$ cat config.mk
export PLATFORM = sky130hd
export DESIGN_NAME = nn_seq_ctrl
export DESIGN_NICKNAME = d
export VERILOG_FILES = /design/src/rtl/nn_seq_ctrl.sv
export SDC_FILE = /design/constraint.sdc
export NUM_CORES = 1
export LEC_CHECK = 0
export ABC_AREA = 1
export CORE_ASPECT_RATIO = 0.6
export CORE_MARGIN = 2
export CORE_UTILIZATION = 53
export DETAILED_ROUTE_END_ITERATION = 10
export PLACE_DENSITY = 0.88
export SYNTH_ARGS = -nofsm -noshare
export SYNTH_HDL_FRONTEND = slang
export SYNTH_SLANG_ARGS = --single-unit
export TNS_END_PERCENT = 20
$ cat constraint.sdc
create_clock -name clk -period 2.55 [get_ports clk]
set_input_delay 0.3825 -clock clk [delete_from_list [all_inputs] [get_ports clk]]
set_output_delay 0.3825 -clock clk [all_outputs]
set_load 0.02 [all_outputs]
$ cat src/rtl/nn_seq_ctrl.sv
// Sequencer for the 784-32-10 MNIST datapath: walks both layers neuron by neuron,
// drives memory read addresses and MAC strobes, and tracks a running argmax.
//
// state    | meaning
// IDLE     | waiting for start
// L1_MAC   | issue pixel/w1 reads, one product per cycle
// L1_DRAIN | last layer-1 product lands in the accumulator
// L1_WB    | hidden neuron written back through ReLU
// L2_MAC   | issue hidden/w2 reads
// L2_DRAIN | last layer-2 product lands
// L2_CMP   | biased sum compared against the running maximum
// DONE     | predicted valid, done pulse
module nn_seq_ctrl #(
  parameter int N_IN  = 784,
  parameter int N_HID = 32,
  parameter int N_OUT = 10
) (
  input  logic        clk,
  input  logic        rst,
  input  logic        start,
  output logic        busy,
  output logic        done,
  output logic [3:0]  predicted,
  output logic        layer,
  output logic [9:0]  x_addr,
  output logic [14:0] w1_addr,
  output logic [4:0]  h_addr,
  output logic [8:0]  w2_addr,
  output logic        acc_clr,
  output logic        acc_en,
  output logic        hid_we,
  output logic [4:0]  hid_waddr,
  input  logic [31:0] acc_in
);

  typedef enum logic [2:0] {
    S_IDLE, S_L1_MAC, S_L1_DRAIN, S_L1_WB,
    S_L2_MAC, S_L2_DRAIN, S_L2_CMP, S_DONE
  } state_t;

  localparam logic [9:0] K1_LAST = 10'(N_IN - 1);
  localparam logic [9:0] K2_LAST = 10'(N_HID - 1);
  localparam logic [4:0] N1_LAST = 5'(N_HID - 1);
  localparam logic [4:0] N2_LAST = 5'(N_OUT - 1);

  state_t             state_q, state_d;
  logic [4:0]         n_q, n_d;
  logic [9:0]         k_q, k_d;
  logic [14:0]        w1_q, w1_d;
  logic [8:0]         w2_q, w2_d;
  logic               acc_clr_q, acc_clr_d;
  logic               acc_en_q, issue;
  logic               hid_we_q, hid_we_d;
  logic               layer_q, layer_d;
  logic               busy_q;
  logic               done_q, done_d;
  logic [3:0]         pred_q, pred_d;
  logic signed [31:0] max_val_q, max_val_d;
  logic [3:0]         max_idx_q, max_idx_d;
  logic               upd;

  assign issue = (state_q == S_L1_MAC) || (state_q == S_L2_MAC);
  // Strict signed compare; n==0 always loads so the reset value of max_val never matters.
  assign upd   = (n_q == 5'd0) || ($signed(acc_in) > max_val_q);

  always_comb begin
    state_d   = state_q;
    n_d       = n_q;
    k_d       = k_q;
    w1_d      = w1_q;
    w2_d      = w2_q;
    acc_clr_d = 1'b0;
    hid_we_d  = 1'b0;
    layer_d   = layer_q;
    done_d    = 1'b0;
    pred_d    = pred_q;
    max_val_d = max_val_q;
    max_idx_d = max_idx_q;
    unique case (state_q)
      S_IDLE: if (start) begin
        state_d   = S_L1_MAC;
        n_d       = '0;
        k_d       = '0;
        w1_d      = '0;
        layer_d   = 1'b0;
        acc_clr_d = 1'b1;
      end
      S_L1_MAC: begin
        if (k_q == K1_LAST) state_d = S_L1_DRAIN;
        else begin
          k_d  = k_q + 10'd1;
          w1_d = w1_q + 15'd1;
        end
      end
      S_L1_DRAIN: begin
        state_d  = S_L1_WB;
        hid_we_d = 1'b1;
      end
      S_L1_WB: begin
        k_d       = '0;
        acc_clr_d = 1'b1;
        if (n_q == N1_LAST) begin
          state_d = S_L2_MAC;
          layer_d = 1'b1;
          n_d     = '0;
          w2_d    = '0;
        end else begin
          state_d = S_L1_MAC;
          n_d     = n_q + 5'd1;
          w1_d    = w1_q + 15'd1;
        end
      end
      S_L2_MAC: begin
        if (k_q == K2_LAST) state_d = S_L2_DRAIN;
        else begin
          k_d  = k_q + 10'd1;
          w2_d = w2_q + 9'd1;
        end
      end
      S_L2_DRAIN: state_d = S_L2_CMP;
      S_L2_CMP: begin
        if (upd) begin
          max_val_d = $signed(acc_in);
          max_idx_d = n_q[3:0];
        end
        if (n_q == N2_LAST) begin
          // Load predicted here so it is valid in the same cycle as done.
          state_d = S_DONE;
          done_d  = 1'b1;
          pred_d  = upd ? n_q[3:0] : max_idx_q;
        end else begin
          state_d   = S_L2_MAC;
          n_d       = n_q + 5'd1;
          k_d       = '0;
          w2_d      = w2_q + 9'd1;
          acc_clr_d = 1'b1;
        end
      end
      S_DONE: begin
        state_d = S_IDLE;
        layer_d = 1'b0;
      end
      default: state_d = S_IDLE;
    endcase
  end

  always_ff @(posedge clk) begin
    if (rst) begin
      state_q   <= S_IDLE;
      n_q       <= '0;
      k_q       <= '0;
      w1_q      <= '0;
      w2_q      <= '0;
      acc_clr_q <= 1'b0;
      acc_en_q  <= 1'b0;
      hid_we_q  <= 1'b0;
      layer_q   <= 1'b0;
      busy_q    <= 1'b0;
      done_q    <= 1'b0;
      pred_q    <= '0;
      max_val_q <= '0;
      max_idx_q <= '0;
    end else begin
      state_q   <= state_d;
      n_q       <= n_d;
      k_q       <= k_d;
      w1_q      <= w1_d;
      w2_q      <= w2_d;
      acc_clr_q <= acc_clr_d;
      acc_en_q  <= issue;
      hid_we_q  <= hid_we_d;
      layer_q   <= layer_d;
      busy_q    <= (state_d != S_IDLE);
      done_q    <= done_d;
      pred_q    <= pred_d;
      max_val_q <= max_val_d;
      max_idx_q <= max_idx_d;
    end
  end

  assign busy      = busy_q;
  assign done      = done_q;
  assign predicted = pred_q;
  assign layer     = layer_q;
  assign x_addr    = k_q;
  assign h_addr    = k_q[4:0];
  assign w1_addr   = w1_q;
  assign w2_addr   = w2_q;
  assign acc_clr   = acc_clr_q;
  assign acc_en    = acc_en_q;
  assign hid_we    = hid_we_q;
  assign hid_waddr = n_q;

endmodule
# After elaboration in Yosys (flattened, before gate mapping)
# Index checks and enable logic that the tools add are counted.
[classes]
n_reduce_logical = 18
n_bitwise = 1
eq_ne = 17
order_cmp = 1
addsub = 4
muxes = 32
[ops]
columns = ["operator", "count"]
rows = [
  ["one-hot mux 10 bit (5 select lines)", 1],
  ["2-to-1 mux 15 bit", 3],
  ["one-hot mux 15 bit (3 select lines)", 1],
  ["2-to-1 mux 10 bit", 4],
  ["greater-than comparator 32 bit", 1],
  ["2-to-1 mux 9 bit", 3],
  ["one-hot mux 9 bit (3 select lines)", 1],
  ["one-hot mux 3 bit (8 select lines)", 1],
  ["adder 15 x 1 -> 15 bit, second input constant", 1],
  ["2-to-1 mux 5 bit", 3],
  ["one-hot mux 5 bit (3 select lines)", 1],
  ["nonzero test 3 bit", 5],
  ["== test 3 bit, second input constant", 4],
  ["2-to-1 mux 3 bit", 4],
  ["!= test 2 bit, second input constant", 6],
  ["adder 10 x 1 -> 10 bit, second input constant", 1],
  ["== test 10 bit, second input constant", 1],
  ["== test 10 x 5 -> 1 bit, second input constant", 1],
  ["adder 9 x 1 -> 9 bit, second input constant", 1],
  ["AND reduction 4 bit", 2],
  ["== test 3 x 2 -> 1 bit, second input constant", 2],
  ["2-to-1 mux 1 bit", 6],
  ["one-hot mux 1 bit (3 select lines)", 2],
  ["AND reduction 3 bit", 2],
  ["14 further kinds", 16],
]
[totals]
input_bits = 35
out_inout_bits = 54
reg_bits = 88

# Longest topological paths before layout
[depth]
ltp_word = 4
depth_mapped = 21

# Worst setup path before layout
# No wires, ideal clock.
[synth_timing]
kind = "input to register"
startpoint = "input acc_in[31]"
endpoint = "register max_val_q[14]"
arrival_ps = 1917
required_time_ps = 2434
setup_slack_ps = 517
setup_ps = 116
path_stages = 13
cell_sequence = "ha_1 -> nand2_1 -> nor2_2 -> nand2_2 -> nor4_4 -> nand2_1 -> nand3_1 -> nand3_2 -> nand2_4 -> nand2_4 -> buf_6 -> o21ai_0 -> nor2_1"
[synth_via]
elab_chain_cells = 3
[synth_rtl]
columns = ["item", "line", "rtl"]
rows = [
  ["from (decl)", "33", "input logic [31:0] acc_in"],
  ["greater-than comparator 32 bit", "64", "assign upd = (n_q == 5'd0) || ($signed(acc_in) > max_val_q);"],
  ["logical OR 1 bit", "64", ""],
  ["AND reduction 2 bit (no line)", "n/a", ""],
  ["to (signal assigned)", "176", "max_val_q <= max_val_d;"],
  ["to (decl)", "58", "logic signed [31:0] max_val_q, max_val_d;"],
]
# Every way passes these cells.
# A chain may end at the register's enable or synchronous reset.

# Worst setup path after layout
[layout_timing]
startpoint = "input acc_in[31]"
endpoint = "register max_val_q[28]"
# Same word-level chain as after synthesis.

==> impl_metrics.tcl <==
set metrics [dict create \
    outcome "complete, no violations" \
    fillers 682 \
    routed_wirelength_mm 11.9 \
    synth-seq-cells 88 \
    clk_latency_ps 340 \
    ioPinCount 89 \
    maxSlewViolCount 0 \
    route.detailed.drc 0 \
    syn_nets 727 \
    cts_tree "built" \
    fin_tns_setup_ps 0 \
    crit_type "in2reg" \
    r2r_start "max_val_q[31]$_SDFFE_PP0P_" \
    drive_gt1_frac 0.109 \
    antenna_found_initial 0 \
    grt_max_degree 36 \
    worstSetupStartpoint "acc_in[31]" \
    synthCells 653 \
    core_area_mm2 0.00909 \
    ys_types 47 \
    peakVddDrop_v 0.000339 \
    pwr-share-clk 0.418 \
    switching_power_uw 807 \
    place_hpwl_mm 9.02 \
    io_buffers 88 \
    rows 27 \
    tightest_slew_ps 438 \
    comb_power_share 0.141 \
    worstPathMaxFanout 21 \
    area.growth.synth_to_final_pct 26.7 \
    fp.dieH_um 78.6 \
    setup_ws_ps 109 \
    powerDensity_mw_per_mm2 516 \
    place.gp.congestion 0.914 \
    place_ws_ps -235 \
    layout_commonest_cell "nor2_1" \
    routedWlPerCell_um 13.7 \
    yosysWarnings 0 \
    final_cell_mix "nor2_1 (118), dfxtp_1 (88), clkdlybuf4s50_1 (88)" \
    syn_area_per_cell_um2 7.53 \
    fmax_mhz 410 \
    period_share 0.957 \
    power_leakage_nw 2.51 \
    synthArstFlopShare 0 \
    min_path_type "reg2reg" \
    ant_nets 0 \
    swShare 0.251 \
    drt_iter0_drc 316 \
    arrival_ps 2670 \
    fin_nets 819 \
    worst_setup_path_start_kind "input port" \
    endpoint "max_val_q[28]$_SDFFE_PP0P_" \
    antenna_cells 0 \
    cts_buffers 9 \
    reg2reg_to "max_val_q[28]$_SDFFE_PP0P_" \
    finalInstanceArea_mm2 0.00623 \
    finalHoldViolCount 0 \
    r2r_cells 14 \
    via_count 4566 \
    die-area_mm2 0.0101 \
    maxCapViolations 0 \
    fp.dieW_um 128 \
    cts_root_buffer "clkbuf_16" \
    required_ps 2780 \
    drtPass1Iterations 5 \
    htree_num_levels 3 \
    clockBufferDepth 2 \
    min-delay-start "max_idx_q[2]$_SDFFE_PP0P_" \
    setup_viol 0 \
    syn_area_mm2 0.00492 \
    grt_overflow 0 \
    synth_edf_count 0 \
    postPlaceCellArea_mm2 0.00592 \
    grt_pass1_wl_mm 19.6 \
    seq_power_share 0.441 \
    synth-seq-area-share 0.358 \
    grt_usage 0.243 \
    rrSetupSlack_ps 220 \
    finClkSkew_ps 5.61 \
    relSlewSlack 0.707 \
    synthFlopType "dfxtp_1" \
    cp-end-kind "flop" \
    p_int_mw 2.41 \
    clkSinkCount 88 \
    vias_per_cell 5.27 \
    fin_util 0.685 \
    start_util 0.541 \
    fin_crit_ps 2440 \
    grt_pass1_vias 4334 \
    clkTransAtPathRegs_ps 60 \
]
## sequential cells by signal, indices dropped and copies added, names as in the netlist, 3 cells and up
register,count
w1_addr,15
max_val_q,32
predicted,4
w2_addr,9
state_q,3
hid_waddr,5
x_addr,10
max_idx_q,4
## logic make-up (layout without fill, tap and decap cells)
group | Yosys count | count (layout) | synth area share
flip-flops | 88 | 88 | 0.358
AO/OA/AOI/OAI | 120 | 120 | 0.138
AND/OR/NAND/NOR | 281 | 281 | 0.283
buffers and inverters | 118 | 215 | 0.108
adder cells (fa/ha/maj) | 39 | 39 | 0.0992
XOR/XNOR | 7 | 7 | 0.0125
## final cells by class
type / instances / area, µm² / area share
Clock inverter: 3 / 40.0 / 0.00643
Tap cell: 116 / 145 / 0.0233
Sequential cell: 88 / 1760 / 0.283
Clock buffer: 13 / 260 / 0.0418
Multi-Input combinational cell: 447 / 2630 / 0.423
Inverter: 100 / 400 / 0.0643
Timing Repair Buffer: 99 / 988 / 0.159
## metal layers
layer	vias to the layer above	wire, µm	share of wire	GRT usage
met5	-	0	0	0
met4	0	224	0.019	0.0780
met3	21	784	0.066	0.0648
met2	160	5290	0.44	0.395
met1	2086	5590	0.47	0.315
li1	2299	-	-	-
## power groups by stage
stage | clock network (mW) | registers [mW] | logic [mW]
global placement | 0 | 1.45 | 0.426
CTS | 1.36 | 1.42 | 0.447
global route | 1.42 | 1.42 | 0.495
finish | 1.34 | 1.42 | 0.452
floorplan | 0 | 1.48 | 0.228
detailed placement | 0 | 1.45 | 0.443
## metrics by stage
step           power [mW]  std cells  hold WS, ps
2_1_floorplan        1.70        653          440
3_3_place_gp         1.87        850          433
3_5_place_dp         1.89        850          465
4_1_cts              3.22        866          474
5_1_grt              3.34        866          500
6_report             3.21        866          473
## synthesized netlist by cell type, types with 2 or more instances
cell type	n	area (µm²)
nor2_4	4	45.0
o21ai_0	52	260
clkbuf_1	5	18.8
nor3_1	9	45.0
nand2_1	81	304
a21oi_2	2	17.5
nor3_2	2	20.0
nor4_4	2	42.5
nor2_8	3	60.1
a21oi_1	44	220
a31oi_1	2	12.5
inv_1	86	323
inv_6	3	26.3
nor4_1	3	18.8
nand2_4	5	56.3
nand2_2	4	25.0
ha_1	39	488
inv_2	9	33.8
a211oi_1	6	45.0
o21ai_2	3	26.3
nor2_2	7	43.8
dfxtp_1	88	1760
xor2_1	5	43.8
nor2_1	118	443
a21o_1	2	15.0
nand3_2	3	30.0
buf_6	6	67.6
o21ai_1	2	10.0
o21ai_4	2	32.5
nand3_1	21	105
xnor2_1	2	17.5
o21a_1	2	15.0
buf_4	6	45.0
nand4_1	12	75.1
## worst min-delay path by stage
stage | to | slack [ps] | cells after the start
6_report | max_idx_q[2]$_SDFFE_PP0P_ | 470 | 2
5_1_grt | max_idx_q[2]$_SDFFE_PP0P_ | 500 | 2
4_1_cts | max_idx_q[2]$_SDFFE_PP0P_ | 470 | 2
3_5_place_dp | max_idx_q[2]$_SDFFE_PP0P_ | 460 | 2
3_3_place_gp | w2_addr[8]$_SDFFE_PP0P_ | 430 | 1
2_1_floorplan | max_idx_q[2]$_SDFFE_PP0P_ | 440 | 2
## worst max-delay path: stages
cell             delay (ps)
clkdlybuf4s50_1         430
ha_1                    340
nand2_1                 110
nor2_2                  140
nand2_2                 100
nor4_4                  230
nand2_1                 110
nand3_1                 100
nand3_2                 120
nand2_4                  90
nand2_4                 110
buf_12                  170
o21ai_0                 180
nor2_1                   60
## what timing repair did
action | 4_1_cts | 5_1_grt
endpoints found under the setup margin | 0 | 19
setup buffers | 0 | 0
resized for setup | 0 | 5
hold buffers | 0 | 0
No activity file was read; power rests on OpenSTA's default activity.
